`src/rtl/alu_pkg.sv`:
```
// Shared decode constants, instruction-field positions and FSM encoding
// for the single-issue ALU front end.
package alu_pkg;

    typedef enum logic [1:0] {
        S_IDLE      = 2'd0,
        S_ISSUE     = 2'd1,
        S_CAPTURE   = 2'd2,
        S_WRITEBACK = 2'd3
    } state_e;

    typedef enum logic [1:0] {
        C_RTYPE   = 2'd0,
        C_ITYPE   = 2'd1,
        C_BRANCH  = 2'd2,
        C_ILLEGAL = 2'd3
    } iclass_e;

    localparam int OPC_LSB   = 26;
    localparam int RS_LSB    = 21;
    localparam int RT_LSB    = 16;
    localparam int RD_LSB    = 11;
    localparam int SHAMT_LSB = 6;
    localparam int FUNC_LSB  = 0;
    localparam int IMM_LSB   = 0;

    localparam logic [5:0] OPC_RTYPE = 6'b000000;
    localparam logic [5:0] OPC_BEQ   = 6'b000100;
    localparam logic [5:0] OPC_BNE   = 6'b000101;
    localparam logic [5:0] OPC_ADDI  = 6'b001000;
    localparam logic [5:0] OPC_SLTI  = 6'b001010;
    localparam logic [5:0] OPC_ANDI  = 6'b001100;
    localparam logic [5:0] OPC_ORI   = 6'b001101;
    localparam logic [5:0] OPC_XORI  = 6'b001110;
    localparam logic [5:0] OPC_LUI   = 6'b001111;

    localparam logic [5:0] FUNC_ADD  = 6'b100000;
    localparam logic [5:0] FUNC_OR   = 6'b100101;
    localparam logic [5:0] FUNC_XOR  = 6'b100110;

    function automatic iclass_e classify(input logic [5:0] opc);
        case (opc)
            OPC_RTYPE:                 return C_RTYPE;
            OPC_ADDI, OPC_SLTI, OPC_ANDI,
            OPC_ORI, OPC_XORI, OPC_LUI: return C_ITYPE;
            OPC_BEQ, OPC_BNE:          return C_BRANCH;
            default:                   return C_ILLEGAL;
        endcase
    endfunction

endpackage

```
`src/rtl/alu_regfile.sv`:
```
// Architectural register file: two combinational read ports, one synchronous
// write port, register 0 hard-wired to zero, async active-low clear.
module alu_regfile #(
    parameter int REG_COUNT = 32
) (
    input  logic        clk,
    input  logic        rst_n,
    input  logic [4:0]  raddr_a,
    input  logic [4:0]  raddr_b,
    output logic [31:0] rdata_a,
    output logic [31:0] rdata_b,
    input  logic        we,
    input  logic [4:0]  waddr,
    input  logic [31:0] wdata
);

    logic [31:0] mem_q [REG_COUNT];
    logic [31:0] mem_d [REG_COUNT];

    always_comb begin
        mem_d = mem_q;
        if (we && waddr != 5'd0 && 32'(waddr) < REG_COUNT) begin
            mem_d[waddr] = wdata;
        end
    end

    always_ff @(posedge clk or negedge rst_n) begin
        if (!rst_n) begin
            for (int i = 0; i < REG_COUNT; i++) begin
                mem_q[i] <= '0;
            end
        end else begin
            mem_q <= mem_d;
        end
    end

    assign rdata_a = (raddr_a != 5'd0 && 32'(raddr_a) < REG_COUNT) ? mem_q[raddr_a] : '0;
    assign rdata_b = (raddr_b != 5'd0 && 32'(raddr_b) < REG_COUNT) ? mem_q[raddr_b] : '0;

endmodule

```
`src/rtl/alu_issue_unit.sv`:
```
// Single-issue front end: accepts one instruction, presents operands to an
// external ALU, captures its result and retires it in four cycles.
module alu_issue_unit
    import alu_pkg::*;
#(
    parameter int REG_COUNT = 32,
    parameter int CNT_W     = 16
) (
    input  logic             CLK,
    input  logic             RST_N,
    input  logic [31:0]      INSTR,
    input  logic             INSTR_VALID,
    output logic             INSTR_READY,
    output logic [5:0]       OPCODE,
    output logic [31:0]      RS_VAL,
    output logic [31:0]      RT_VAL,
    output logic [4:0]       SHAMT,
    output logic [5:0]       FUNC,
    output logic [15:0]      RAW_VAL,
    input  logic [31:0]      RESULT,
    input  logic             SIG_B,
    output logic             WB_VALID,
    output logic [4:0]       WB_ADDR,
    output logic [31:0]      WB_DATA,
    output logic             BRANCH_TAKEN,
    output logic             ILLEGAL,
    output logic [CNT_W-1:0] INSTR_CNT
);

    state_e            state_q,    state_d;
    logic [31:0]       instr_q,    instr_d;
    logic [5:0]        opcode_q,   opcode_d;
    logic [31:0]       rs_val_q,   rs_val_d;
    logic [31:0]       rt_val_q,   rt_val_d;
    logic [4:0]        shamt_q,    shamt_d;
    logic [5:0]        func_q,     func_d;
    logic [15:0]       raw_val_q,  raw_val_d;
    logic              wb_valid_q, wb_valid_d;
    logic [4:0]        wb_addr_q,  wb_addr_d;
    logic [31:0]       wb_data_q,  wb_data_d;
    logic              branch_q,   branch_d;
    logic              illegal_q,  illegal_d;
    logic [CNT_W-1:0]  cnt_q,      cnt_d;

    logic [5:0]  f_opc;
    logic [4:0]  f_rs, f_rt, f_rd, f_shamt, dest;
    logic [5:0]  f_func;
    logic [15:0] f_imm;
    logic [31:0] rf_rdata_a, rf_rdata_b;
    logic        rf_we, writes_reg;
    iclass_e     cls;

    assign f_opc   = instr_q[OPC_LSB   +: 6];
    assign f_rs    = instr_q[RS_LSB    +: 5];
    assign f_rt    = instr_q[RT_LSB    +: 5];
    assign f_rd    = instr_q[RD_LSB    +: 5];
    assign f_shamt = instr_q[SHAMT_LSB +: 5];
    assign f_func  = instr_q[FUNC_LSB  +: 6];
    assign f_imm   = instr_q[IMM_LSB   +: 16];

    assign cls        = classify(f_opc);
    assign dest       = (cls == C_RTYPE) ? f_rd : f_rt;
    assign writes_reg = (cls == C_RTYPE || cls == C_ITYPE) && dest != 5'd0;

    alu_regfile #(.REG_COUNT(REG_COUNT)) u_regfile (
        .clk     (CLK),
        .rst_n   (RST_N),
        .raddr_a (f_rs),
        .raddr_b (f_rt),
        .rdata_a (rf_rdata_a),
        .rdata_b (rf_rdata_b),
        .we      (rf_we),
        .waddr   (wb_addr_q),
        .wdata   (wb_data_q)
    );

    always_comb begin
        state_d    = state_q;
        instr_d    = instr_q;
        opcode_d   = opcode_q;
        rs_val_d   = rs_val_q;
        rt_val_d   = rt_val_q;
        shamt_d    = shamt_q;
        func_d     = func_q;
        raw_val_d  = raw_val_q;
        wb_addr_d  = wb_addr_q;
        wb_data_d  = wb_data_q;
        cnt_d      = cnt_q;
        wb_valid_d = 1'b0;
        branch_d   = 1'b0;
        illegal_d  = 1'b0;
        rf_we      = 1'b0;
        case (state_q)
            S_IDLE: begin
                if (INSTR_VALID) begin
                    instr_d = INSTR;
                    state_d = S_ISSUE;
                end
            end
            S_ISSUE: begin
                opcode_d  = f_opc;
                rs_val_d  = rf_rdata_a;
                rt_val_d  = rf_rdata_b;
                shamt_d   = f_shamt;
                func_d    = f_func;
                raw_val_d = f_imm;
                state_d   = S_CAPTURE;
            end
            S_CAPTURE: begin
                // Result and branch condition are sampled here; the status
                // pulses are therefore visible throughout WRITEBACK.
                wb_addr_d  = dest;
                wb_data_d  = RESULT;
                wb_valid_d = writes_reg;
                branch_d   = (cls == C_BRANCH) && SIG_B;
                illegal_d  = (cls == C_ILLEGAL);
                state_d    = S_WRITEBACK;
            end
            S_WRITEBACK: begin
                rf_we   = writes_reg;
                cnt_d   = cnt_q + CNT_W'(1);
                state_d = S_IDLE;
            end
            default: state_d = S_IDLE;
        endcase
    end

    always_ff @(posedge CLK or negedge RST_N) begin
        if (!RST_N) begin
            state_q    <= S_IDLE;
            instr_q    <= '0;
            opcode_q   <= '0;
            rs_val_q   <= '0;
            rt_val_q   <= '0;
            shamt_q    <= '0;
            func_q     <= '0;
            raw_val_q  <= '0;
            wb_valid_q <= 1'b0;
            wb_addr_q  <= '0;
            wb_data_q  <= '0;
            branch_q   <= 1'b0;
            illegal_q  <= 1'b0;
            cnt_q      <= '0;
        end else begin
            state_q    <= state_d;
            instr_q    <= instr_d;
            opcode_q   <= opcode_d;
            rs_val_q   <= rs_val_d;
            rt_val_q   <= rt_val_d;
            shamt_q    <= shamt_d;
            func_q     <= func_d;
            raw_val_q  <= raw_val_d;
            wb_valid_q <= wb_valid_d;
            wb_addr_q  <= wb_addr_d;
            wb_data_q  <= wb_data_d;
            branch_q   <= branch_d;
            illegal_q  <= illegal_d;
            cnt_q      <= cnt_d;
        end
    end

    // Gated by RST_N so the handshake is closed while reset is held.
    assign INSTR_READY  = (state_q == S_IDLE) && RST_N;
    assign OPCODE       = opcode_q;
    assign RS_VAL       = rs_val_q;
    assign RT_VAL       = rt_val_q;
    assign SHAMT        = shamt_q;
    assign FUNC         = func_q;
    assign RAW_VAL      = raw_val_q;
    assign WB_VALID     = wb_valid_q;
    assign WB_ADDR      = wb_addr_q;
    assign WB_DATA      = wb_data_q;
    assign BRANCH_TAKEN = branch_q;
    assign ILLEGAL      = illegal_q;
    assign INSTR_CNT    = cnt_q;

endmodule

```
`config.mk`:
```
export PLATFORM = sky130hd
export DESIGN_NAME = alu_issue_unit
export DESIGN_NICKNAME = d
export VERILOG_FILES = /design/src/rtl/alu_pkg.sv /design/src/rtl/alu_regfile.sv /design/src/rtl/alu_issue_unit.sv
export SDC_FILE = /design/constraint.sdc
export NUM_CORES = 2
export LEC_CHECK = 0
export BUFFER_PORTS_ARGS = -buffer_cell sky130_fd_sc_hd__buf_2
export CORE_UTILIZATION = 47
export CTS_CLUSTER_SIZE = 24
export DETAILED_ROUTE_END_ITERATION = 10
export PLACE_DENSITY = 0.65
export SLEW_MARGIN = 20
export SYNTH_ARGS = -nofsm -noshare
export SYNTH_HDL_FRONTEND = slang
export SYNTH_SLANG_ARGS = --single-unit
```
`constraint.sdc`:
```
create_clock -name CLK -period 2.5 [get_ports CLK]
set_clock_uncertainty 0.1 [all_clocks]
set_input_delay 0.25 -clock CLK [delete_from_list [all_inputs] [get_ports CLK]]
set_output_delay 0.25 -clock CLK [all_outputs]
set_load 0.01 [all_outputs]
```
==> impl_metrics.tcl <==
set metrics [dict create \
    status "finished with violations" \
    violations "negative setup slack" \
    ys_types 51 \
    drt-initial-drc-count 4351 \
    grt_max_degree 113 \
    tns_ns -174.25 \
    end_kind "flip-flop" \
    reg2reg_depth 9 \
    drc 0 \
    hold_viol_final 0 \
    finalMaxSlewViolations 0 \
    die_h_um 364 \
    final_cell_count_no_fill 6335 \
    final_core_util 0.590 \
    place_area_mm2 0.0677 \
    final_cell_mix "dfrtp_1 (1190), mux2_2 (647), mux4_2 (485)" \
    critPathRequiredTime_ns 3.06 \
    ys_ff_latch 1200 \
    drv_cap 0 \
    fp.dieW_um 364 \
    cts.sinks 1200 \
    finalCriticalPeriod_ns 2.83 \
    drive_gt1_frac 0.565 \
    final_common_cell "dfrtp_1" \
    rows 132 \
    drtAntennaViolNets 0 \
    layout.nets 4572 \
    htree_num_levels 4 \
    path_class "flip-flop to flip-flop" \
    power_switching_mw 32.5 \
    gp_congestion 0.849 \
    whs_path_depth 3 \
    dieArea_mm2 0.132 \
    avgSynthCellArea_um2 15.5 \
    comb_power_share 0.441 \
    start_kind "flip-flop" \
    routed_wl_um 202000 \
    total_power_mw 87.4 \
    internal_power_mw 54.8 \
    path_max_fanout 18 \
    p_per_area_mw_per_mm2 1140 \
    relSlewSlack 0.251 \
    track_usage 0.303 \
    pwr-share-seq 0.335 \
    path_clk_slew_ns 0.06 \
    ys_top_cells_by_area "dfrtp_1 (49%), mux2_2 (18%), mux4_2 (18%), mux2i_1 (2.7%), clkbuf_1 (1.5%)" \
    sw_frac_of_total 0.372 \
    vias_per_cell 6.44 \
    arrival_ns 3.39 \
    clock_latency_ns 0.78 \
    synth_edf_count 0 \
    num_io_pins 222 \
    fmax_mhz 353 \
    syn_area_mm2 0.0614 \
    dp_hpwl_um 122000 \
    yosys.area.top_type "dfrtp_1" \
    hold_path_class "input port to flip-flop" \
    fp.coreArea_mm2 0.130 \
    vdd_drop_max_uv 866 \
    io_buffers 221 \
    rsz0062_at_grt "yes" \
    grt_pass1_vias 41100 \
    clock_path_buffers 3 \
    synthArstFlopShare 1.00 \
    cts_made_buffers 132 \
    synth-seq-area-share 0.489 \
    period_share 1.13 \
    power_frac_clock 0.224 \
    finalSetupViolations 1040 \
    netlist.area_leader.share 0.489 \
    worst_slew_pin_slew_ns 1.12 \
    antenna_found_initial 8 \
    power_leakage_nw 35.2 \
    ys.flop_type "dfrtp_1" \
    ys_warn_count 0 \
    wire_per_inst_um 32.0 \
    firstDrtPassIters 5 \
    area_delta_synth_final_pct 24.4 \
    vias 40800 \
    cts_tree "done" \
    fin_area_mm2 0.0765 \
    syn_inst 3974 \
    synth_nets 4048 \
    overflow 0 \
    initial_utilization 0.474 \
    dp.cells 5911 \
    grt_first_pass_wirelength_um 291000 \
    layout_setup_ws_ns -0.335 \
    cts-root-buf "clkbuf_16" \
]
[power groups by stage]
stage	Combinational (mW)	Clock [mW]	Sequential, mW
CTS	36.7	19.8	29.0
finish	38.6	19.5	29.3
global route	40.3	20.6	29.8
global placement	34.3	0	29.0
floorplan	21.2	0	27.9
detailed placement	34.6	0	29.3
[logic make-up after synthesis]
logic type / Yosys count / synth area share
AOI/OAI and AO/OA: 318 / 0.0372
xor gates and xnor gates: 15 / 0.00214
adders and majority gates: 6 / 0.00122
buffers and inverters: 462 / 0.0357
DFF: 1200 / 0.489
muxes: 1759 / 0.412
and+or+nand+nor: 214 / 0.0234
[Yosys cell counts, drive strengths merged (9+ instances only)]
master	n
nor2	51
o22ai	63
xnor2	9
dfrtp	1200
nor2b	26
mux2	1106
nand2	43
clkbuf	251
a2111oi	51
nor4	26
a211oi	42
buf	204
mux2i	168
o221ai	10
a21oi	46
mux4	485
nand3	24
a22oi	49
a21o	31
[final cells by class]
| type | instances | area, um^2 |
|---|---|---|
| Inverter | 7 | 27.5 |
| Multi-Input combinational cell | 2313 | 30900 |
| Clock buffer | 194 | 3960 |
| Timing Repair Buffer | 844 | 8970 |
| Antenna cell | 1 | 2.50 |
| Sequential cell | 1200 | 30100 |
| Clock inverter | 34 | 349 |
| Fill cell | 9750 | 53200 |
| Tap cell | 1742 | 2180 |
[repair_timing]
action	4_1_cts	5_1_grt
hold buffers	74	0
buffers inserted	52	38
gates resized for setup	276	221
cloned	28	13
setup endpoints to repair	1034	1054
pin swaps	9	13
hold endpoints to repair	1165	0
[worst max-delay path, cell delays in order (launching register included)]
cell	delay, ns
dfrtp_1	0.43
nor4_4	0.32
nand2_2	0.15
mux2_4	0.38
buf_12	0.16
buf_6	0.12
nor4_4	0.25
buf_4	0.19
buf_12	0.19
mux2_2	0.36
[flip-flops by register name, summed over array words and instances, names as in the netlist, 4 cells and up]
| name | cells |
|---|---|
| u_regfile.mem_q | 1024 |
| SHAMT | 4 |
| OPCODE | 6 |
| WB_ADDR | 5 |
| RAW_VAL | 7 |
| RS_VAL | 32 |
| INSTR_CNT | 16 |
| RT_VAL | 32 |
| FUNC | 5 |
| WB_DATA | 32 |
| instr_q | 32 |
[worst paths after layout]
check | start | endpoint | slack (ns)
min | RESULT[11] | WB_DATA[11]$_DFFE_PN0P_ | 0.14
min in group asynchronous | RST_N | u_regfile.mem_q[376]$_DFFE_PN0P_ | 0.19
max in group asynchronous | RST_N | u_regfile.mem_q[935]$_DFFE_PN0P_ | 1.41
max reg2reg | instr_q[29]$_DFFE_PN0P_ | u_regfile.mem_q[103]$_DFFE_PN0P_ | -0.33
max | instr_q[29]$_DFFE_PN0P_ | u_regfile.mem_q[103]$_DFFE_PN0P_ | -0.33
min reg2reg | u_regfile.mem_q[1019]$_DFFE_PN0P_ | u_regfile.mem_q[1019]$_DFFE_PN0P_ | 0.30
[layer usage]
layer / up-vias / share of wire / global-route usage
li1: 16400 / - / -
met1: 22200 / 0.42 / 0.430
met3: 385 / 0.092 / 0.0741
met4: 6 / 0.035 / 0.107
met5: - / 0.00024 / 0
met2: 1918 / 0.45 / 0.456
[through the flow]
step | setup slack, ns | hold slack [ns]
3_5_place_dp | -0.566 | 0.123
5_1_grt | -0.380 | 0.134
2_1_floorplan | -0.124 | -0.146
6_report | -0.335 | 0.140
4_1_cts | -0.278 | 0.0936
3_3_place_gp | -0.596 | 0.124
Note: power is estimated with default switching activity, not from simulation.
